`src/rtl/id_control_seq_pkg.sv`:
```
// Shared types and encodings for the ID-stage sequential control unit:
// control-word layout, field codes, opcodes/functs and FSM states.
package id_ctrl_pkg;

  localparam int unsigned NB_CTRL      = 19;
  localparam int unsigned NB_OP        = 6;
  localparam int unsigned NB_FUNCT     = 6;
  localparam int unsigned NB_JMP       = 2;
  localparam int unsigned NB_REG_DST   = 2;
  localparam int unsigned NB_SRC_B     = 2;
  localparam int unsigned NB_ALU       = 3;
  localparam int unsigned NB_MEM_RD    = 3;
  localparam int unsigned NB_MEM_WR    = 2;
  localparam int unsigned NB_MULDIV_OP = 2;

  // Control word, MSB first: b18 next_pc_src ... b0 mem_to_reg
  typedef struct packed {
    logic                  next_pc_src;
    logic [NB_JMP-1:0]     jmp;
    logic [NB_REG_DST-1:0] reg_dst;
    logic                  src_a;
    logic [NB_SRC_B-1:0]   src_b;
    logic [NB_ALU-1:0]     alu_op;
    logic [NB_MEM_RD-1:0]  mem_rd;
    logic [NB_MEM_WR-1:0]  mem_wr;
    logic                  mem_write;
    logic                  wb;
    logic                  mem_to_reg;
  } ctrl_t;

  localparam ctrl_t CTRL_NOP = '0;

  localparam logic [NB_JMP-1:0]     CODE_JMP_NOT     = 2'b00;
  localparam logic [NB_JMP-1:0]     CODE_JMP_DIR     = 2'b01;
  localparam logic [NB_JMP-1:0]     CODE_JMP_REG     = 2'b10;
  localparam logic [NB_JMP-1:0]     CODE_JMP_BRANCH  = 2'b11;
  localparam logic [NB_REG_DST-1:0] CODE_DST_RT      = 2'b00;
  localparam logic [NB_REG_DST-1:0] CODE_DST_RD      = 2'b01;
  localparam logic [NB_REG_DST-1:0] CODE_DST_RA      = 2'b10;
  localparam logic                  CODE_SRC_A_RS    = 1'b0;
  localparam logic                  CODE_SRC_A_SHAMT = 1'b1;
  localparam logic [NB_SRC_B-1:0]   CODE_SRC_B_RT    = 2'b00;
  localparam logic [NB_SRC_B-1:0]   CODE_SRC_B_SIMM  = 2'b01;
  localparam logic [NB_SRC_B-1:0]   CODE_SRC_B_ZIMM  = 2'b10;
  localparam logic [NB_ALU-1:0]     CODE_ALU_R       = 3'b000;
  localparam logic [NB_ALU-1:0]     CODE_ALU_ADD     = 3'b001;
  localparam logic [NB_ALU-1:0]     CODE_ALU_SUB     = 3'b010;
  localparam logic [NB_ALU-1:0]     CODE_ALU_AND     = 3'b011;
  localparam logic [NB_ALU-1:0]     CODE_ALU_OR      = 3'b100;
  localparam logic [NB_ALU-1:0]     CODE_ALU_XOR     = 3'b101;
  localparam logic [NB_ALU-1:0]     CODE_ALU_LUI     = 3'b110;
  localparam logic [NB_ALU-1:0]     CODE_ALU_SLT     = 3'b111;
  localparam logic [NB_MEM_RD-1:0]  CODE_RD_WORD     = 3'b000;
  localparam logic [NB_MEM_RD-1:0]  CODE_RD_HALF     = 3'b001;
  localparam logic [NB_MEM_RD-1:0]  CODE_RD_BYTE     = 3'b010;
  localparam logic [NB_MEM_RD-1:0]  CODE_RD_HALFU    = 3'b011;
  localparam logic [NB_MEM_RD-1:0]  CODE_RD_BYTEU    = 3'b100;
  localparam logic [NB_MEM_WR-1:0]  CODE_WR_WORD     = 2'b00;
  localparam logic [NB_MEM_WR-1:0]  CODE_WR_HALF     = 2'b01;
  localparam logic [NB_MEM_WR-1:0]  CODE_WR_BYTE     = 2'b10;

  localparam logic [NB_OP-1:0] OP_RTYPE = 6'b000000;
  localparam logic [NB_OP-1:0] OP_J     = 6'b000010;
  localparam logic [NB_OP-1:0] OP_JAL   = 6'b000011;
  localparam logic [NB_OP-1:0] OP_BEQ   = 6'b000100;
  localparam logic [NB_OP-1:0] OP_BNE   = 6'b000101;
  localparam logic [NB_OP-1:0] OP_ADDI  = 6'b001000;
  localparam logic [NB_OP-1:0] OP_ADDIU = 6'b001001;
  localparam logic [NB_OP-1:0] OP_SLTI  = 6'b001010;
  localparam logic [NB_OP-1:0] OP_ANDI  = 6'b001100;
  localparam logic [NB_OP-1:0] OP_ORI   = 6'b001101;
  localparam logic [NB_OP-1:0] OP_XORI  = 6'b001110;
  localparam logic [NB_OP-1:0] OP_LUI   = 6'b001111;
  localparam logic [NB_OP-1:0] OP_LB    = 6'b100000;
  localparam logic [NB_OP-1:0] OP_LH    = 6'b100001;
  localparam logic [NB_OP-1:0] OP_LW    = 6'b100011;
  localparam logic [NB_OP-1:0] OP_LBU   = 6'b100100;
  localparam logic [NB_OP-1:0] OP_LHU   = 6'b100101;
  localparam logic [NB_OP-1:0] OP_SB    = 6'b101000;
  localparam logic [NB_OP-1:0] OP_SH    = 6'b101001;
  localparam logic [NB_OP-1:0] OP_SW    = 6'b101011;
  localparam logic [NB_OP-1:0] OP_HALT  = 6'b111111;

  localparam logic [NB_FUNCT-1:0] F_SLL   = 6'b000000;
  localparam logic [NB_FUNCT-1:0] F_SRL   = 6'b000010;
  localparam logic [NB_FUNCT-1:0] F_SRA   = 6'b000011;
  localparam logic [NB_FUNCT-1:0] F_JR    = 6'b001000;
  localparam logic [NB_FUNCT-1:0] F_JALR  = 6'b001001;
  localparam logic [NB_FUNCT-1:0] F_MFHI  = 6'b010000;
  localparam logic [NB_FUNCT-1:0] F_MTHI  = 6'b010001;
  localparam logic [NB_FUNCT-1:0] F_MFLO  = 6'b010010;
  localparam logic [NB_FUNCT-1:0] F_MTLO  = 6'b010011;
  localparam logic [NB_FUNCT-1:0] F_MULT  = 6'b011000;
  localparam logic [NB_FUNCT-1:0] F_MULTU = 6'b011001;
  localparam logic [NB_FUNCT-1:0] F_DIV   = 6'b011010;
  localparam logic [NB_FUNCT-1:0] F_DIVU  = 6'b011011;

  typedef enum logic [1:0] {IDLE = 2'd0, BUSY = 2'd1, HALTED = 2'd2} state_t;

endpackage

```
`src/rtl/id_control_seq_if.sv`:
```
// IF/ID-side pipeline signals into, and ID/EX controls out of, the ID control unit.
interface id_control_seq_if;
  import id_ctrl_pkg::*;

  logic                    i_enable;
  logic                    i_valid;
  logic [NB_OP-1:0]        i_op;
  logic [NB_FUNCT-1:0]     i_funct;
  logic                    i_bus_a_is_zero;
  logic                    i_stall;
  logic                    i_flush;
  logic                    i_resume;
  logic                    o_next_pc_src;
  logic [NB_JMP-1:0]       o_jmp_ctrl;
  logic [NB_CTRL-1:0]      o_ctrl_regs;
  logic                    o_valid;
  logic                    o_stall_req;
  logic                    o_muldiv_start;
  logic [NB_MULDIV_OP-1:0] o_muldiv_op;
  logic                    o_busy;
  logic                    o_halt;

  modport master (
    output i_enable, i_valid, i_op, i_funct, i_bus_a_is_zero, i_stall, i_flush, i_resume,
    input  o_next_pc_src, o_jmp_ctrl, o_ctrl_regs, o_valid, o_stall_req,
           o_muldiv_start, o_muldiv_op, o_busy, o_halt
  );

  modport slave (
    input  i_enable, i_valid, i_op, i_funct, i_bus_a_is_zero, i_stall, i_flush, i_resume,
    output o_next_pc_src, o_jmp_ctrl, o_ctrl_regs, o_valid, o_stall_req,
           o_muldiv_start, o_muldiv_op, o_busy, o_halt
  );
endinterface

```
`src/rtl/id_control_seq_decode.sv`:
```
// Combinational main decoder: op/funct/branch compare -> control word plus
// classification flags used by the interlock FSM.
module id_ctrl_decode
  import id_ctrl_pkg::*;
(
  input  logic [NB_OP-1:0]    op,
  input  logic [NB_FUNCT-1:0] funct,
  input  logic                bus_a_is_zero,
  output ctrl_t               ctrl,
  output logic                is_muldiv,
  output logic                is_hilo,
  output logic                is_halt
);

  always_comb begin
    ctrl = CTRL_NOP;
    case (op)
      OP_RTYPE: begin
        ctrl.reg_dst = CODE_DST_RD;
        ctrl.alu_op  = CODE_ALU_R;
        ctrl.wb      = 1'b1;
        case (funct)
          F_SLL, F_SRL, F_SRA: ctrl.src_a = CODE_SRC_A_SHAMT;
          F_JR: begin
            ctrl             = CTRL_NOP;
            ctrl.next_pc_src = 1'b1;
            ctrl.jmp         = CODE_JMP_REG;
          end
          F_JALR: begin
            ctrl.next_pc_src = 1'b1;
            ctrl.jmp         = CODE_JMP_REG;
          end
          F_MTHI, F_MTLO, F_MULT, F_MULTU, F_DIV, F_DIVU: ctrl.wb = 1'b0;
          default: ;
        endcase
      end
      OP_ADDI, OP_ADDIU, OP_SLTI, OP_ANDI, OP_ORI, OP_XORI, OP_LUI: begin
        ctrl.wb    = 1'b1;
        ctrl.src_b = CODE_SRC_B_ZIMM;
        case (op)
          OP_SLTI: begin ctrl.src_b = CODE_SRC_B_SIMM; ctrl.alu_op = CODE_ALU_SLT; end
          OP_ANDI: ctrl.alu_op = CODE_ALU_AND;
          OP_ORI:  ctrl.alu_op = CODE_ALU_OR;
          OP_XORI: ctrl.alu_op = CODE_ALU_XOR;
          OP_LUI:  ctrl.alu_op = CODE_ALU_LUI;
          default: begin ctrl.src_b = CODE_SRC_B_SIMM; ctrl.alu_op = CODE_ALU_ADD; end
        endcase
      end
      OP_BEQ, OP_BNE: begin
        ctrl.alu_op = CODE_ALU_SUB;
        // Taken branches redirect the PC; not-taken ones fall through
        if ((op == OP_BEQ) == bus_a_is_zero) begin
          ctrl.next_pc_src = 1'b1;
          ctrl.jmp         = CODE_JMP_BRANCH;
        end
      end
      OP_J, OP_JAL: begin
        ctrl.next_pc_src = 1'b1;
        ctrl.jmp         = CODE_JMP_DIR;
        if (op == OP_JAL) begin
          ctrl.reg_dst = CODE_DST_RA;
          ctrl.wb      = 1'b1;
        end
      end
      OP_LB, OP_LH, OP_LW, OP_LBU, OP_LHU: begin
        ctrl.src_b      = CODE_SRC_B_SIMM;
        ctrl.alu_op     = CODE_ALU_ADD;
        ctrl.wb         = 1'b1;
        ctrl.mem_to_reg = 1'b1;
        case (op)
          OP_LB:   ctrl.mem_rd = CODE_RD_BYTE;
          OP_LH:   ctrl.mem_rd = CODE_RD_HALF;
          OP_LBU:  ctrl.mem_rd = CODE_RD_BYTEU;
          OP_LHU:  ctrl.mem_rd = CODE_RD_HALFU;
          default: ctrl.mem_rd = CODE_RD_WORD;
        endcase
      end
      OP_SB, OP_SH, OP_SW: begin
        ctrl.src_b     = CODE_SRC_B_SIMM;
        ctrl.alu_op    = CODE_ALU_ADD;
        ctrl.mem_write = 1'b1;
        case (op)
          OP_SB:   ctrl.mem_wr = CODE_WR_BYTE;
          OP_SH:   ctrl.mem_wr = CODE_WR_HALF;
          default: ctrl.mem_wr = CODE_WR_WORD;
        endcase
      end
      default: ctrl = CTRL_NOP;
    endcase
  end

  assign is_muldiv = (op == OP_RTYPE) &&
                     (funct inside {F_MULT, F_MULTU, F_DIV, F_DIVU});
  assign is_hilo   = (op == OP_RTYPE) &&
                     (funct inside {F_MFHI, F_MFLO, F_MTHI, F_MTLO});
  assign is_halt   = (op == OP_HALT);

endmodule

```
`src/rtl/id_control_seq.sv`:
```
// ID-stage control sequencer: decode, ID/EX control register with bubble
// insertion, MULT/DIV busy FSM with HI/LO interlock, and HALT handling.
module id_control_seq
  import id_ctrl_pkg::*;
#(
  parameter int unsigned MULDIV_LAT = 32
) (
  input  logic             i_clk,
  input  logic             i_reset,
  id_control_seq_if.slave  bus
);

  localparam int unsigned        NB_CNT   = $clog2(MULDIV_LAT + 1);
  localparam logic [NB_CNT-1:0] CNT_LOAD = NB_CNT'(MULDIV_LAT - 1);
  localparam logic [NB_CNT-1:0] CNT_ONE  = NB_CNT'(1);

  state_t                  state_q, state_nx;
  logic [NB_CNT-1:0]       cnt_q, cnt_nx;
  ctrl_t                   ctrl_q, ctrl_nx;
  logic                    valid_q, valid_nx;
  logic                    start_q, start_nx;
  logic [NB_MULDIV_OP-1:0] mop_q, mop_nx;
  logic                    busy_q, busy_nx;
  logic                    halt_q, halt_nx;

  ctrl_t dec_ctrl;
  logic  dec_muldiv, dec_hilo, dec_halt;
  logic  stall_req_c, live_c, accept_c;

  id_ctrl_decode u_decode (
    .op            (bus.i_op),
    .funct         (bus.i_funct),
    .bus_a_is_zero (bus.i_bus_a_is_zero),
    .ctrl          (dec_ctrl),
    .is_muldiv     (dec_muldiv),
    .is_hilo       (dec_hilo),
    .is_halt       (dec_halt)
  );

  // HI/LO users, new muldivs and HALT must wait for the unit to drain
  assign stall_req_c = (state_q == BUSY) && bus.i_valid &&
                       (dec_muldiv || dec_hilo || dec_halt);
  assign live_c      = bus.i_valid && bus.i_enable && !bus.i_flush &&
                       !stall_req_c && (state_q != HALTED);
  assign accept_c    = live_c && !bus.i_stall;

  assign bus.o_next_pc_src = live_c && dec_ctrl.next_pc_src;
  assign bus.o_jmp_ctrl    = live_c ? dec_ctrl.jmp : CODE_JMP_NOT;
  assign bus.o_stall_req   = stall_req_c;

  // Next-state and ID/EX register contents; i_enable=0 holds everything
  always_comb begin
    state_nx = state_q;
    cnt_nx   = cnt_q;
    ctrl_nx  = ctrl_q;
    valid_nx = valid_q;
    start_nx = start_q;
    mop_nx   = mop_q;
    busy_nx  = busy_q;
    halt_nx  = halt_q;
    if (bus.i_enable) begin
      start_nx = 1'b0;
      if ((state_q == HALTED) || bus.i_flush || bus.i_stall || stall_req_c) begin
        ctrl_nx  = CTRL_NOP;
        valid_nx = 1'b0;
      end else begin
        ctrl_nx  = dec_ctrl;
        valid_nx = bus.i_valid;
      end
      case (state_q)
        IDLE: begin
          if (accept_c && dec_muldiv) begin
            state_nx = BUSY;
            start_nx = 1'b1;
            mop_nx   = bus.i_funct[NB_MULDIV_OP-1:0];
            cnt_nx   = CNT_LOAD;
            busy_nx  = 1'b1;
          end else if (accept_c && dec_halt) begin
            state_nx = HALTED;
            halt_nx  = 1'b1;
          end
        end
        BUSY: begin
          cnt_nx = cnt_q - CNT_ONE;
          if (cnt_q == CNT_ONE) begin
            state_nx = IDLE;
            busy_nx  = 1'b0;
          end
        end
        HALTED: begin
          if (bus.i_resume) begin
            state_nx = IDLE;
            halt_nx  = 1'b0;
          end
        end
        default: state_nx = IDLE;
      endcase
    end
  end

  always_ff @(posedge i_clk or negedge i_reset) begin
    if (!i_reset) begin
      state_q <= IDLE;
      cnt_q   <= '0;
      ctrl_q  <= CTRL_NOP;
      valid_q <= 1'b0;
      start_q <= 1'b0;
      mop_q   <= '0;
      busy_q  <= 1'b0;
      halt_q  <= 1'b0;
    end else begin
      state_q <= state_nx;
      cnt_q   <= cnt_nx;
      ctrl_q  <= ctrl_nx;
      valid_q <= valid_nx;
      start_q <= start_nx;
      mop_q   <= mop_nx;
      busy_q  <= busy_nx;
      halt_q  <= halt_nx;
    end
  end

  assign bus.o_ctrl_regs    = ctrl_q;
  assign bus.o_valid        = valid_q;
  assign bus.o_muldiv_start = start_q;
  assign bus.o_muldiv_op    = mop_q;
  assign bus.o_busy         = busy_q;
  assign bus.o_halt         = halt_q;

endmodule
```
`src/flat_wrapper.sv`:
```
// flat-port wrapper written by rule: the top's interface ports become plain ports
module id_control_seq_flat import id_ctrl_pkg::*;
#(
  parameter int unsigned MULDIV_LAT = 32
)
  (i_clk, i_reset, bus_i_enable, bus_i_valid, bus_i_op, bus_i_funct, bus_i_bus_a_is_zero, bus_i_stall, bus_i_flush, bus_i_resume, bus_o_next_pc_src, bus_o_jmp_ctrl, bus_o_ctrl_regs, bus_o_valid, bus_o_stall_req, bus_o_muldiv_start, bus_o_muldiv_op, bus_o_busy, bus_o_halt);
  id_control_seq_if bus_i ();
  input  logic i_clk;
  input  logic i_reset;
  input wire logic [$bits(bus_i.i_enable)-1:0] bus_i_enable;
  input wire logic [$bits(bus_i.i_valid)-1:0] bus_i_valid;
  input wire logic [$bits(bus_i.i_op)-1:0] bus_i_op;
  input wire logic [$bits(bus_i.i_funct)-1:0] bus_i_funct;
  input wire logic [$bits(bus_i.i_bus_a_is_zero)-1:0] bus_i_bus_a_is_zero;
  input wire logic [$bits(bus_i.i_stall)-1:0] bus_i_stall;
  input wire logic [$bits(bus_i.i_flush)-1:0] bus_i_flush;
  input wire logic [$bits(bus_i.i_resume)-1:0] bus_i_resume;
  output wire logic [$bits(bus_i.o_next_pc_src)-1:0] bus_o_next_pc_src;
  output wire logic [$bits(bus_i.o_jmp_ctrl)-1:0] bus_o_jmp_ctrl;
  output wire logic [$bits(bus_i.o_ctrl_regs)-1:0] bus_o_ctrl_regs;
  output wire logic [$bits(bus_i.o_valid)-1:0] bus_o_valid;
  output wire logic [$bits(bus_i.o_stall_req)-1:0] bus_o_stall_req;
  output wire logic [$bits(bus_i.o_muldiv_start)-1:0] bus_o_muldiv_start;
  output wire logic [$bits(bus_i.o_muldiv_op)-1:0] bus_o_muldiv_op;
  output wire logic [$bits(bus_i.o_busy)-1:0] bus_o_busy;
  output wire logic [$bits(bus_i.o_halt)-1:0] bus_o_halt;
  assign bus_i.i_enable = bus_i_enable;
  assign bus_i.i_valid = bus_i_valid;
  assign bus_i.i_op = bus_i_op;
  assign bus_i.i_funct = bus_i_funct;
  assign bus_i.i_bus_a_is_zero = bus_i_bus_a_is_zero;
  assign bus_i.i_stall = bus_i_stall;
  assign bus_i.i_flush = bus_i_flush;
  assign bus_i.i_resume = bus_i_resume;
  assign bus_o_next_pc_src = bus_i.o_next_pc_src;
  assign bus_o_jmp_ctrl = bus_i.o_jmp_ctrl;
  assign bus_o_ctrl_regs = bus_i.o_ctrl_regs;
  assign bus_o_valid = bus_i.o_valid;
  assign bus_o_stall_req = bus_i.o_stall_req;
  assign bus_o_muldiv_start = bus_i.o_muldiv_start;
  assign bus_o_muldiv_op = bus_i.o_muldiv_op;
  assign bus_o_busy = bus_i.o_busy;
  assign bus_o_halt = bus_i.o_halt;
  id_control_seq #(.MULDIV_LAT(MULDIV_LAT)) u_core (.i_clk(i_clk), .i_reset(i_reset), .bus(bus_i));
endmodule
```
`config.mk`:
```
export PLATFORM = sky130hd
export DESIGN_NAME = id_control_seq_flat
export DESIGN_NICKNAME = d
export VERILOG_FILES = /design/src/rtl/id_control_seq_pkg.sv /design/src/rtl/id_control_seq_if.sv /design/src/rtl/id_control_seq_decode.sv /design/src/rtl/id_control_seq.sv /design/src/flat_wrapper.sv
export SDC_FILE = /design/constraint.sdc
export NUM_CORES = 1
export LEC_CHECK = 0
export CORE_MARGIN = 3
export CORE_UTILIZATION = 43
export DETAILED_ROUTE_END_ITERATION = 16
export PLACE_DENSITY_LB_ADDON = 0.05
export RECOVER_POWER = 50
export SYNTH_ARGS = -nofsm -noshare
export SYNTH_HDL_FRONTEND = slang
export SYNTH_SLANG_ARGS = --single-unit
```
`constraint.sdc`:
```
create_clock -name i_clk -period 1.72 [get_ports i_clk]
set_clock_uncertainty 0.15 [all_clocks]
set_input_delay 0.43 -clock i_clk [delete_from_list [all_inputs] [get_ports i_clk]]
set_output_delay 0.43 -clock i_clk [all_outputs]
set_load 0.05 [all_outputs]
```
# ---- Yosys cells after proc, flatten, opt, wreduce, memory -nomap -nowiden
# Index checks and enable logic that the tools add are counted.
# Widths: inputs -> output; s select.
dict set report totals {
  inputBits 20
  word_cells 144
  reg_bits 33
  output_inout_bits 29
}
dict set report classes {
  eq_ne 43
  muxes 39
  reduce_logical 43
  addsub 1
}
# op n
set ops {}
lappend ops {{$eq 6x4->1 const B} 9}
lappend ops {{$eq 6x6->1 const B} 9}
lappend ops {{$eq 6x5->1 const B} 8}
lappend ops {{$eq 6x2->1 const B} 4}
lappend ops {{$mux 19} 1}
lappend ops {{$pmux 3 s3} 2}
lappend ops {{$pmux 3 s5} 1}
lappend ops {{$mux 1} 14}
lappend ops {{$mux 2} 7}
lappend ops {{$reduce_or 7->1} 2}
lappend ops {{$eq 6x3->1 const B} 2}
lappend ops {{$logic_and 1x1->1} 12}
lappend ops {{$logic_not 6->1} 2}
lappend ops {{$mux 3} 4}
lappend ops {{$pmux 2 s2} 3}
lappend ops {{$pmux 3 s4} 1}
lappend ops {{$pmux 6 s2} 1}
lappend ops {{$reduce_or 12->1} 1}
lappend ops {{$ne 2x2->1 const B} 4}
lappend ops {{$reduce_and 4->1} 2}
lappend ops {{$reduce_bool 4->1} 2}
lappend ops {{$reduce_or 8->1} 1}
lappend ops {{$eq 6x1->1 const B} 1}
lappend ops {{$mux 6} 1}
lappend ops {{19 further kinds} 32}

# ---- Depth between registers and ports, before layout
# Gate-level depths: netlist of the first run.
dict set report logic_depth {
  depth_word 14
  mapped_depth 7
  depth_no_buf 7
}

# ---- By module
# A second synthesis of the first run with hierarchy kept.
dict set report unflattened {
  hier_cells 189
  area_unflattened_um2 1870.5
}
# mod seq_area_each_um2 area_per_inst_um2 cells_each n_inst
set by_module_without_submodules {}
lappend by_module_without_submodules {id_control_seq 825.8 1446.4 116 1}
lappend by_module_without_submodules {id_ctrl_decode 0.0 424.2 73 1}

# ---- Worst setup path after synthesis of the first run
# No wires, ideal clock.
dict set report synth_path {
  path_kind {in2out}
  from {in bus_i_op[0]}
  to {out bus_o_next_pc_src}
  required_time_ns 1.140
  path_slack_ns -0.714
  n_path_buf 1
  stages 6
  t_arrival_ns 1.854
  path_cell_list {clkbuf_1 -> xor2_1 -> nand2_1 -> o21ai_0 -> o21ai_0 -> nor2_1}
}
dict set report synth_between {
  elab_chain_len 9
  word_cells_on_any_way 20
  classes_between {eq/ne (6); mux (2); reduce/logical (12)}
}
# element line
set synth_rtl {}
lappend synth_rtl {{from (decl)} flat_wrapper.sv:12} ;# input wire logic [$bits(bus_i.i_op)-1:0] bus_i_op;
lappend synth_rtl {{parallel branches: the longest is 8 deep, another holds $eq 6x3->1} --}
lappend synth_rtl {{$logic_and 1x1->1 (*)} id_control_seq.sv:47} ;# assign bus.o_next_pc_src = live_c && dec_ctrl.next_pc_src;
lappend synth_rtl {{to (decl)} flat_wrapper.sv:18} ;# output wire logic [$bits(bus_i.o_next_pc_src)-1:0] bus_o_next_pc_src;
# Every way passes the cells marked *.

# ---- Final worst setup path of the first run
dict set report layout_path {
  from {in bus_i_op[3]}
  to {out bus_o_jmp_ctrl[0]}
}
dict set report layout_between {
  elab_chain_len 9
  word_cells_on_any_way 20
  classes_between {eq/ne (6); mux (3); reduce/logical (11)}
}
# element line
set layout_rtl {}
lappend layout_rtl {{parallel branches: the longest is 8 deep, another holds $eq 6x3->1} --}
lappend layout_rtl {{$mux 2 (*)} id_control_seq.sv:48} ;# assign bus.o_jmp_ctrl = live_c ? dec_ctrl.jmp : CODE_JMP_NOT;
lappend layout_rtl {{to (decl)} flat_wrapper.sv:19} ;# output wire logic [$bits(bus_i.o_jmp_ctrl)-1:0] bus_o_jmp_ctrl;
# Marked as above.

==> run summary, run 1 <==
The flow ran to the end, but the final reports show violations. The final reports fail on setup timing. From left edge to right edge, the die measures roughly 70 microns.

The largest individual stage delay along the critical path comes from the cell a2111o_1. For the worst setup path, the data required time is ~1.1 ns. The core region is ~3900 sq um. dfrtp_1 takes more of the synthesized area than any other cell. In this run the worst path has a maximum fanout of 5. The synthesized area divided by synthesized cell count is around 9 sq um. Wires add up to about 7200 microns. The number of nets in the final layout came out at 322.

Setup repair after global routing could not meet its margin everywhere. The proportion of synthesized flip-flops having asynchronous set or reset came out at 100%. The utilization of the core after routing is about nine tenths.

The number of synthesis warnings is 0. The maximum ir drop on the vdd rail came out at 426 uV. The final weighted congestion in routability-driven placement came out at ~0.95. The kind of critical path is in -> out.

The detailed-route via count is around 2100. In this run the critical register-to-register path is launched from u_core.state_q[1]. The number of DRC markers after the initial detailed-route iteration is about 230. The initial antenna violation count came out at 0. After synthesis, the largest family of logic cells by area is simple AND/OR/NAND/NOR gates. The CTS tree is yes. On the final layout, the worst hold slack is 0.328 ns. The placement-stage worst setup slack came out at -0.983 ns. The clock root buffer is clkbuf_8. The transition time at the pin with the least slew margin came out at 0.827 ns. The headroom to the max-slew limit came out at 44.9%.

The kind of launch point of the worst setup path is an input pin. The number of enable-type register cells in the synthesized netlist is 0. The final worst-path setup slack came out at -0.561 ns.

The half-perimeter wire length of the detailed placement result is 4190 microns. The post-synthesis instance total is 202. Entering global routing, the biggest net connects 34 pins.

The share of Yosys cell area claimed by the top area cell type is 46.0%. The multi-input gate area in the final layout came out at between 1000 and 1500 sq um. In this run the core area contains 22 standard-cell rows. The dominant synthesized flop cell is dfrtp_1. Of the post-synthesis cell area, the part taken by muxes is 0.627%.

Timing would allow up to 438 MHz. The maximum root-to-sink buffer count came out at 2. The total global-route track usage is 25.6%. The simple logic cell fraction of the synthesized area is between 20% and 30%. The data arrival at the endpoint of the critical path is approximately 1.7 ns. The count of final hold-check violations came to 0. In the synthesized netlist, the cells that appear most often are 33 x dfrtp_1, 27 x inv_1, 24 x nand2_1. The starting density of the core came out at around 47%. The number of buffers inserted by port buffering came out at 48. The wire length per cell after detailed routing is about 21 microns. The layout overhead on the synthesized area came out at 91.8%. The worst stage delay on the critical path is roughly 0.54 ns. The nature of the critical path endpoint is an output port.

The number of placed I/O pins is between 40 and 50. The total of flip-flops plus latches after synthesis came out at 33. The global-route wire length before repair is about 10000 microns. The total placed cells including tap cells came out at 328. Using the TritonRoute via totals, the vias-per-cell ratio works out to about 6. For the final routed database, the setup TNS stands at -5.74 ns. The clock latency at the later pin of the worst-skew pair came out at about 0.29 ns.

Across the run, the number of max-cap violations was 0. The synthesized netlist net count came out at between 200 and 250. The first-pass iteration count of the detailed router came out at 5.

The shortest clock period the worst path allows after layout came out at between 2 and 2.5 ns. Of the synthesized area, sequential elements account for between 40 and 50%. The number of fill cells came out at roughly 170. The count of placed standard cells in the final layout, fillers left out is 349.

The final count of negative-setup-slack endpoints is 35. The die covers around 5000 sq um. Summing the areas of all compound-gate instances in the mapped netlist gives 19.4% of the synthesized area. After synthesis, the cell types taking the most area are dfrtp_1 46%, inv_1 5.6%, nand2_1 5.0%. In this run the most critical hold path is launched from bus_i_funct[4]. The class of the tightest hold or removal check is in -> reg.

For this design the ratio of total power to cell area is about 560 nW/um^2. Yosys instantiated no cell more often than dfrtp_1. After detailed routing, the number of remaining DRC violations is 0.

The static leakage is 1.55 nW. The remaining global-route overflow came out at 0. The post-synthesis instance area came out at 1800 sq um. The remaining number of nets flagged by the antenna check after routing is 0. The synthesized netlist devotes 1.39% of its cell area to adder and majority cells. The antenna cell count came out at 0. For this design, the sink count on the clock tree is 33.

The number of global-route vias before repair came out at ~2100. After clock tree synthesis, the clock-pin slew on the worst setup and hold paths is 0.07 ns. The worst setup path startpoint is bus_i_op[3]. The final period utilization came out at 133%.

Walking the worst path, the cells encountered are buf_8 -> nand4_1 -> or3_4 -> nand2_2 -> a2111o_1 -> nor2_4 -> buf_12. Counting distinct cell types in the post-synthesis netlist gives 47. The number of buffers inserted during clock tree synthesis is 5. The number of pins with negative max-slew slack in the final report came out at 0. The xor and xnor area share after synthesis is roughly 2.4%. The number of levels the H-tree was split into is 2. The die height came out at between 70 and 80 microns.

The proportion of layout cells with a drive suffix above 1 is about half. In the final layout, flip-flops and latches occupy between 800 and 900 sq um.
## cell families after synthesis
kind of cell,Yosys count
flops,33
mux,1
compound gates,48
fa+ha+maj,2
buf+inv,40
simple gates,73
xor+xnor,5
## cell type report
cell class,count,area share (%)
clock buffer,7,2.51
clock inverter,1,0.872
inverter,28,3.05
multi-input combinational,132,32.4
sequential,33,24.0
tap,48,1.74
timing repair buffer,100,35.4
## metrics by stage
step	area, sq um	power (W)
floorplan	1890	0.000944
global placement	2970	0.00112
detailed placement	2970	0.00113
CTS	3220	0.00190
global route	3440	0.00199
finish	3440	0.00194
## registers in the layout (all words and copies together), names as in the netlist
name	flops
u_core.bus.o_ctrl_regs	19
u_core.cnt_q	6
u_core.bus.o_muldiv_op	2
u_core.state_q	2
u_core.bus.o_busy	1
u_core.bus.o_halt	1
u_core.bus.o_muldiv_start	1
u_core.bus.o_valid	1
## report_power, final
| group | total (W) | switching, W | internal [W] | leakage, nW |
|---|---|---|---|---|
| clock network | 0.000770 | 0.000298 | 0.000472 | 0.0585 |
| registers | 0.000798 | 0.0000123 | 0.000786 | 0.459 |
| logic | 0.000374 | 0.000202 | 0.000172 | 1.04 |
| total | 0.00194 | 0.000512 | 0.00143 | 1.55 |
## worst max-delay path: cells and delay by family
family,cells,cell delay [ns]
compound gates,1,0.54
simple gates,4,0.48
buf+inv,2,0.24
## layout by cell type (no fill, tap or decap), drive strengths merged, types with 3 or more instances in the layout
master,Yosys,final
buf,3,89
nand2,24,24
dfrtp,33,33
nand2b,5,5
and3,3,3
or3,3,3
nor2,15,15
nand4,4,4
clkbuf,9,8
inv,28,28
xor2,4,4
nor2b,4,4
o32ai,6,6
a21oi,6,6
o21ai,11,11
nor3,4,4
or4,1,4
o22ai,12,12
dlygate4sd2,0,5
## timing repair
item	in CTS	in global routing
hold buffers	0	0
resized for setup	70	57
endpoints found under the setup margin	37	35
buffers inserted	10	6
gates cloned	3	1
pin swaps	16	15
hold endpoints to repair	0	0
## worst paths after layout
path / end / slack, ns / cells past startpoint
min: u_core.bus.o_ctrl_regs[13] / 0.33 / 4
max: bus_o_jmp_ctrl[0] / -0.56 / 7
max reg2reg: u_core.bus.o_ctrl_regs[8] / -0.21 / 7
min reg2reg: u_core.bus.o_busy / 0.40 / 2
max in group asynchronous: u_core.cnt_q[2] / 0.26 / 2
min in group asynchronous: u_core.bus.o_ctrl_regs[11] / 0.64 / 2
## layer usage
metal | part of all wire [%] | track usage [%]
met1 | 36 | 28.3
met2 | 53 | 46.7
met3 | 6.3 | 5.68
met4 | 4.0 | 11.5
met5 | 0 | 0
(Power assumes the default switching activity.)
==> run 2, diff against run 1 <==
--- a/config.mk
+++ b/config.mk
@@ -5,6 +5,7 @@
 export SDC_FILE = /design/constraint.sdc
 export NUM_CORES = 1
 export LEC_CHECK = 0
+export CORE_ASPECT_RATIO = 1.1
 export CORE_MARGIN = 3
 export CORE_UTILIZATION = 43
 export DETAILED_ROUTE_END_ITERATION = 16
==> run summary, run 2 (synthesis gave the netlist of run 1 again) <==
Entering global routing, the biggest net connects 34 pins. The worst hold path endpoint is u_core.bus.o_ctrl_regs[3]. The slack of the worst reg-to-reg path is -0.14 ns. The worst endpoint required time is about 1.1 ns. The slowest stage of the critical path is the a2111o_1 cell. Sequential cells account for roughly 47% of the total power. The data arrival at the endpoint of the critical path came out at approximately 1.7 ns. The worst stage delay on the critical path is ~0.54 ns. The proportion of layout cells with a drive suffix above 1 came out at between 40 and 50%. The tightest min-delay check is of the in -> reg type. The number of cells traversed by the worst register-to-register path came out at 5. The transition time at the pin with the least slew margin came out at 0.790 ns. The number of DRC markers after the initial detailed-route iteration came out at 143.

The total global-route track usage is between 20% and 30%. The wire length per cell after detailed routing came out at ~18 microns. The die outline area is around 5000 sq um. The count of placed standard cells in the final layout, fillers left out is 351. The number of placed I/O pins came out at 49. The number of core rows is 24. The worst hold path depth came out at 3. The number of levels the H-tree was split into is 2. The starting density of the core is around 45%.

The final layout contains 320 nets. Timing analysis after detailed placement gives a worst setup slack of -0.926 ns. Summing internal, switching and leakage power gives roughly 0.0017 W.

The total area inside the core boundary comes to ~4000 sq um. The die height is roughly 74 microns. The clock net in this run drives a total of 33 sinks. The destination of the worst register-to-register timing path is u_core.bus.o_ctrl_regs[5].

For this run, the share of the core covered by cells in the final layout is 81.5%. The headroom to the max-slew limit is between 40% and 50%. The final period utilization came out at 133%. The kind of launch point of the worst setup path is an input pin.

Setup violations remaining at the end of the flow were counted as 32. The total placed cells including tap cells is 333. The tree is rooted in a clkbuf_8. Leaving out fill and tap cells, the most frequent cell in the layout is buf_4.

The checks that failed: setup timing. In this run the worst path has a maximum fanout of 3. The number of global-route vias before repair is 2031. The CTS tree is yes. The power density of the placed cells came out at between 500 and 600 nW/um^2.

The remaining number of nets flagged by the antenna check after routing came out at 0. The clock power share is 33.2%. The vias per cell came out at 5.65.

The setup path with the least slack is of type in -> out. The part of the power in combinational logic came out at between 20 and 25%. In the final routing, the length of wire on met1 measures about 2200 microns.

The clock input transition at the sequential cells of the worst setup and hold paths is 0.07 ns. The highest layer touched by signal routing is met4. The startpoint identified for the worst register-to-register timing path is u_core.state_q[0].

Summed over all nets, the switching power comes to approximately 0.00049 W. The achievable frequency is 437 MHz. The flip-flop count of the largest register, all copies and words added came out at 19. The run finished, with violations left. The final weighted congestion in routability-driven placement is just under 0.9. The first-pass iteration count of the detailed router is 4. The count of final hold-check violations is 0. The antenna cell count is 0. The maximum ir drop on the vdd rail is 433 uV. The number of remaining DRC errors came out at 0. The total routed wirelength came out at 6140 microns. The horizontal die dimension came out at approximately 68 microns. TritonCTS created 5 clock buffers. The detailed route wirelength on metal2 is about 3400 microns. Detailed routing placed a total of around 370 microns of wire on met3. The switching share of power is 28.6%. The final worst-path setup slack came out at -0.571 ns.

The clock latency at the later pin of the worst-skew pair came out at a little under 0.3 ns. In the layout the commonest cells are 53 x buf_4, 32 x dfrtp_1, 29 x buf_12. The startpoint identified for the worst hold timing path is bus_i_op[1]. Counting I/O delays and the setup requirement, the final critical path takes between 2 and 2.5 ns.

The static leakage came out at between 1 and 1.5 nW. The remaining global-route overflow is 0. The initial antenna violation count came out at 0.

The cell internal power dissipation came out at roughly 0.0012 W. The reported max-cap violation count is 0. Traced cell by cell, the critical path runs through buf_2 -> nor3b_4 -> nand4_2 -> nand2_1 -> a2111o_1 -> nor2_4 -> buf_12. The maximum root-to-sink buffer count came out at 2. The number of pins with negative max-slew slack in the final report is 0. The worst setup path is captured at an output port. The half-perimeter wire length of the detailed placement result is 4270 microns. The layout overhead on the synthesized area is 81.4%. The worst hold margin is 0.352 ns. The number of buffers inserted by port buffering is 48. The global-route wire length before repair is between 9000 and 10000 microns. Setup repair after global routing could not meet its margin everywhere. The detailed-route via count came out at 1983.
==> run 2: cell types whose count changed in the layout (fill, tap and decap cells not counted), sizes merged <==
cell and change:
buf -2, clkbuf -2, clkinv +2, bufinv -1, clkinvlp +1
==> run 2: stage by stage <==
step / setup TNS [ns] / instance area [sq um]
2_1_floorplan: -7.73 / 1890
3_5_place_dp: -28.43 / 2980
3_3_place_gp: -26.32 / 2980
6_report: -3.92 / 3260
4_1_cts: -5.46 / 3090
5_1_grt: -4.99 / 3260
==> run 2: per-layer routing <==
| layer | up-vias | GRT usage (%) |
|---|---|---|
| met5 | - | 0 |
| met4 | 0 | 9.46 |
| met3 | 20 | 6.27 |
| met2 | 94 | 44.3 |
| met1 | 975 | 26.2 |
| li1 | 894 | - |
==> run 2: worst max path at each step <==
stage / cells past startpoint / slack [ns] / startpoint / to
floorplan: 6 / -0.43 / bus_i_op[5] / bus_o_jmp_ctrl[0]
global placement: 7 / -0.87 / bus_i_op[3] / bus_o_next_pc_src
detailed placement: 7 / -0.93 / bus_i_op[0] / bus_o_jmp_ctrl[1]
CTS: 5 / -0.60 / u_core.state_q[0] / bus_o_jmp_ctrl[1]
global route: 5 / -0.62 / u_core.state_q[0] / bus_o_next_pc_src
finish: 7 / -0.57 / bus_i_funct[4] / bus_o_next_pc_src
==> run 2: layout make-up <==
class	count	area, sq um
clock inverters	3	17.5
multi-input cells	132	1040
well taps	52	65.1
fillers	230	737
repair buffers	98	1130
flip-flops and latches	33	827
inverters	28	105
clock buffers	5	68.8
==> run 2: what timing repair did <==
item,4_1_cts,5_1_grt
cloned,0,3
setup endpoints to repair,37,31
resized for setup,56,28
hold buffers,0,0
buffers inserted,4,5
pin swaps,12,10
==> run 2: power groups by stage <==
stage	Combinational, W	Sequential (W)	Clock, W
3_5_place_dp	0.000321	0.000812	0
6_report	0.000349	0.000797	0.000569
5_1_grt	0.000372	0.000798	0.000612
4_1_cts	0.000318	0.000797	0.000590
3_3_place_gp	0.000312	0.000811	0
2_1_floorplan	0.000108	0.000837	0
==> run 2: critical path: cells and delay by family <==
| family | cells | cell delay, ns |
|---|---|---|
| AOI/OAI and AO/OA | 1 | 0.54 |
| and+or+nand+nor | 4 | 0.48 |
| buffers and inverters | 2 | 0.25 |
==> patch (settings of run 2) <==
Set the package constant `F_DIV` to 6'b001101 (it was 6'b011010).
--- a/src/rtl/id_control_seq_pkg.sv
+++ b/src/rtl/id_control_seq_pkg.sv
@@ -93,5 +93,5 @@
   localparam logic [NB_FUNCT-1:0] F_MULT  = 6'b011000;
   localparam logic [NB_FUNCT-1:0] F_MULTU = 6'b011001;
-  localparam logic [NB_FUNCT-1:0] F_DIV   = 6'b011010;
+  localparam logic [NB_FUNCT-1:0] F_DIV   = 6'b001101;
   localparam logic [NB_FUNCT-1:0] F_DIVU  = 6'b011011;
 
Behaviour: not the same (Yosys sat finds a counterexample within 4 cycles, from zero or initial values and one cycle with i_reset low).
==> patch against run 2 <==
- fmax is 6.2% lower
- setup slack worse by 150 ps
- design area is 19% higher
- the run still ends with negative setup slack left
- wire length is 57% higher
- area after synthesis is 6.5% higher
- sequential share of layout area is 4.1 points lower
- via count is 28% higher
- sequential cell count stayed put
Power is not compared: it rests on default switching activity, and its combinational part moved more than twofold at a synthesized area within 25%.
==> patch: results (changes against run 2) <==
Layout
The share of layout cells above drive strength 1 is 56.1% (+9.9 points).

Timing
The setup-violating endpoint count in the final report is 35 (+9.4%). The actual transition at the worst max-transition pin was 886 ps (+96.0 ps). The post-route worst setup slack is -721 ps (-150 ps).

Placement
The final HPWL from detailed placement is 4.46 mm (+4.5%). The pre-CTS setup slack was -1090 ps (-166 ps). The final estimated routing congestion in global placement was 0.872 (-0.66%).

The placed cell count is 354 (+6.3%).

Detailed routing
The routed via count is 2,535 (+28%). The routed wire length on met2 was 4.86 mm (+42%). The first-pass detailed-route iteration total was 6 (+2).

The mean number of vias per cell is 6.67 (+18%). The number of violations reported at the end of detailed-routing iteration 0 is 309 (+120%). The sum of met3 wire segment lengths after detailed routing is 839 um (+130%).

Global route
The first-pass GRT wire length came to 14.1 mm (+56%). The met1 capacity usage during global routing is 37.2% (+11 points). The global router's overall resource usage is 34.1% (+9.8 points). The number of global-route vias before repair was 2,629 (+29%). The met2 capacity usage during global routing is 60.2% (+16 points). The met3 track utilization from global routing was 5.95% (-0.32 points).

Logic synthesis
The post-synthesis net count is 229 (+2.2%). By count the netlist is led by sky130_fd_sc_hd__dfrtp_1 (33), sky130_fd_sc_hd__nand2_1 (21), sky130_fd_sc_hd__nor2_1 (17), sky130_fd_sc_hd__o2bb2ai_1 (12), sky130_fd_sc_hd__o21ai_0 (11). The average cell area after synthesis came to 9.24 um^2 (+3.9%). The fraction of the yosys area taken by sequential cells is 43.2% (-2.8 points). The count of distinct cell types in the synthesized netlist is 52 (+11%).

Outcome
The run finished, with violations left. The final reports fail on negative setup slack.

Clock tree
The buffers inserted during post-CTS setup optimization is 17 (+13).
patch: layout make-up:
| class | count | area, um^2 |
|---|---|---|
| Timing Repair Buffer | 125 | 1440 |
| Multi-Input combinational cell | 152 | 1390 |
| Sequential cell | 33 | 827 |
| Fill cell | 108 | 233 |
| Clock buffer | 7 | 86.3 |
| Tap cell | 52 | 65.1 |
| Inverter | 10 | 40.0 |
| Clock inverter | 1 | 30.0 |
patch: worst paths after layout:
check                      slack [ps]                                   start  cells past startpoint                                endpoint
max                              -720                          bus_i_funct[4]                      8                         bus_o_stall_req
min                               380                          bus_i_funct[0]                      3   u_core.bus.o_muldiv_op[0]$_DFFE_PN0P_
max reg2reg                      -180           u_core.state_q[0]$_DFFE_PN0P_                      7  u_core.bus.o_ctrl_regs[14]$_DFFE_PN0P_
min reg2reg                       400  u_core.bus.o_ctrl_regs[16]$_DFFE_PN0P_                      1  u_core.bus.o_ctrl_regs[16]$_DFFE_PN0P_
max in group asynchronous         160                                 i_reset                      2           u_core.state_q[1]$_DFFE_PN0P_
min in group asynchronous         640                                 i_reset                      2   u_core.bus.o_ctrl_regs[5]$_DFFE_PN0P_
patch: worst max-delay path, cell delays in order:
cell and delay [ps]:
sky130_fd_sc_hd__buf_6 90, sky130_fd_sc_hd__buf_4 130, sky130_fd_sc_hd__buf_6 120, sky130_fd_sc_hd__nor4bb_4 330, sky130_fd_sc_hd__a211oi_2 80, sky130_fd_sc_hd__o31a_1 360, sky130_fd_sc_hd__nor2_4 160, sky130_fd_sc_hd__buf_12 150
patch: logic make-up after synthesis:
logic type	after synthesis	synth area share (%)
muxes	5	2.75
adders and majority gates	2	1.31
buffers and inverters	22	5.24
AOI/OAI and AO/OA	61	23.4
xor gates and xnor gates	2	0.916
and+or+nand+nor	82	23.2
DFF	33	43.2
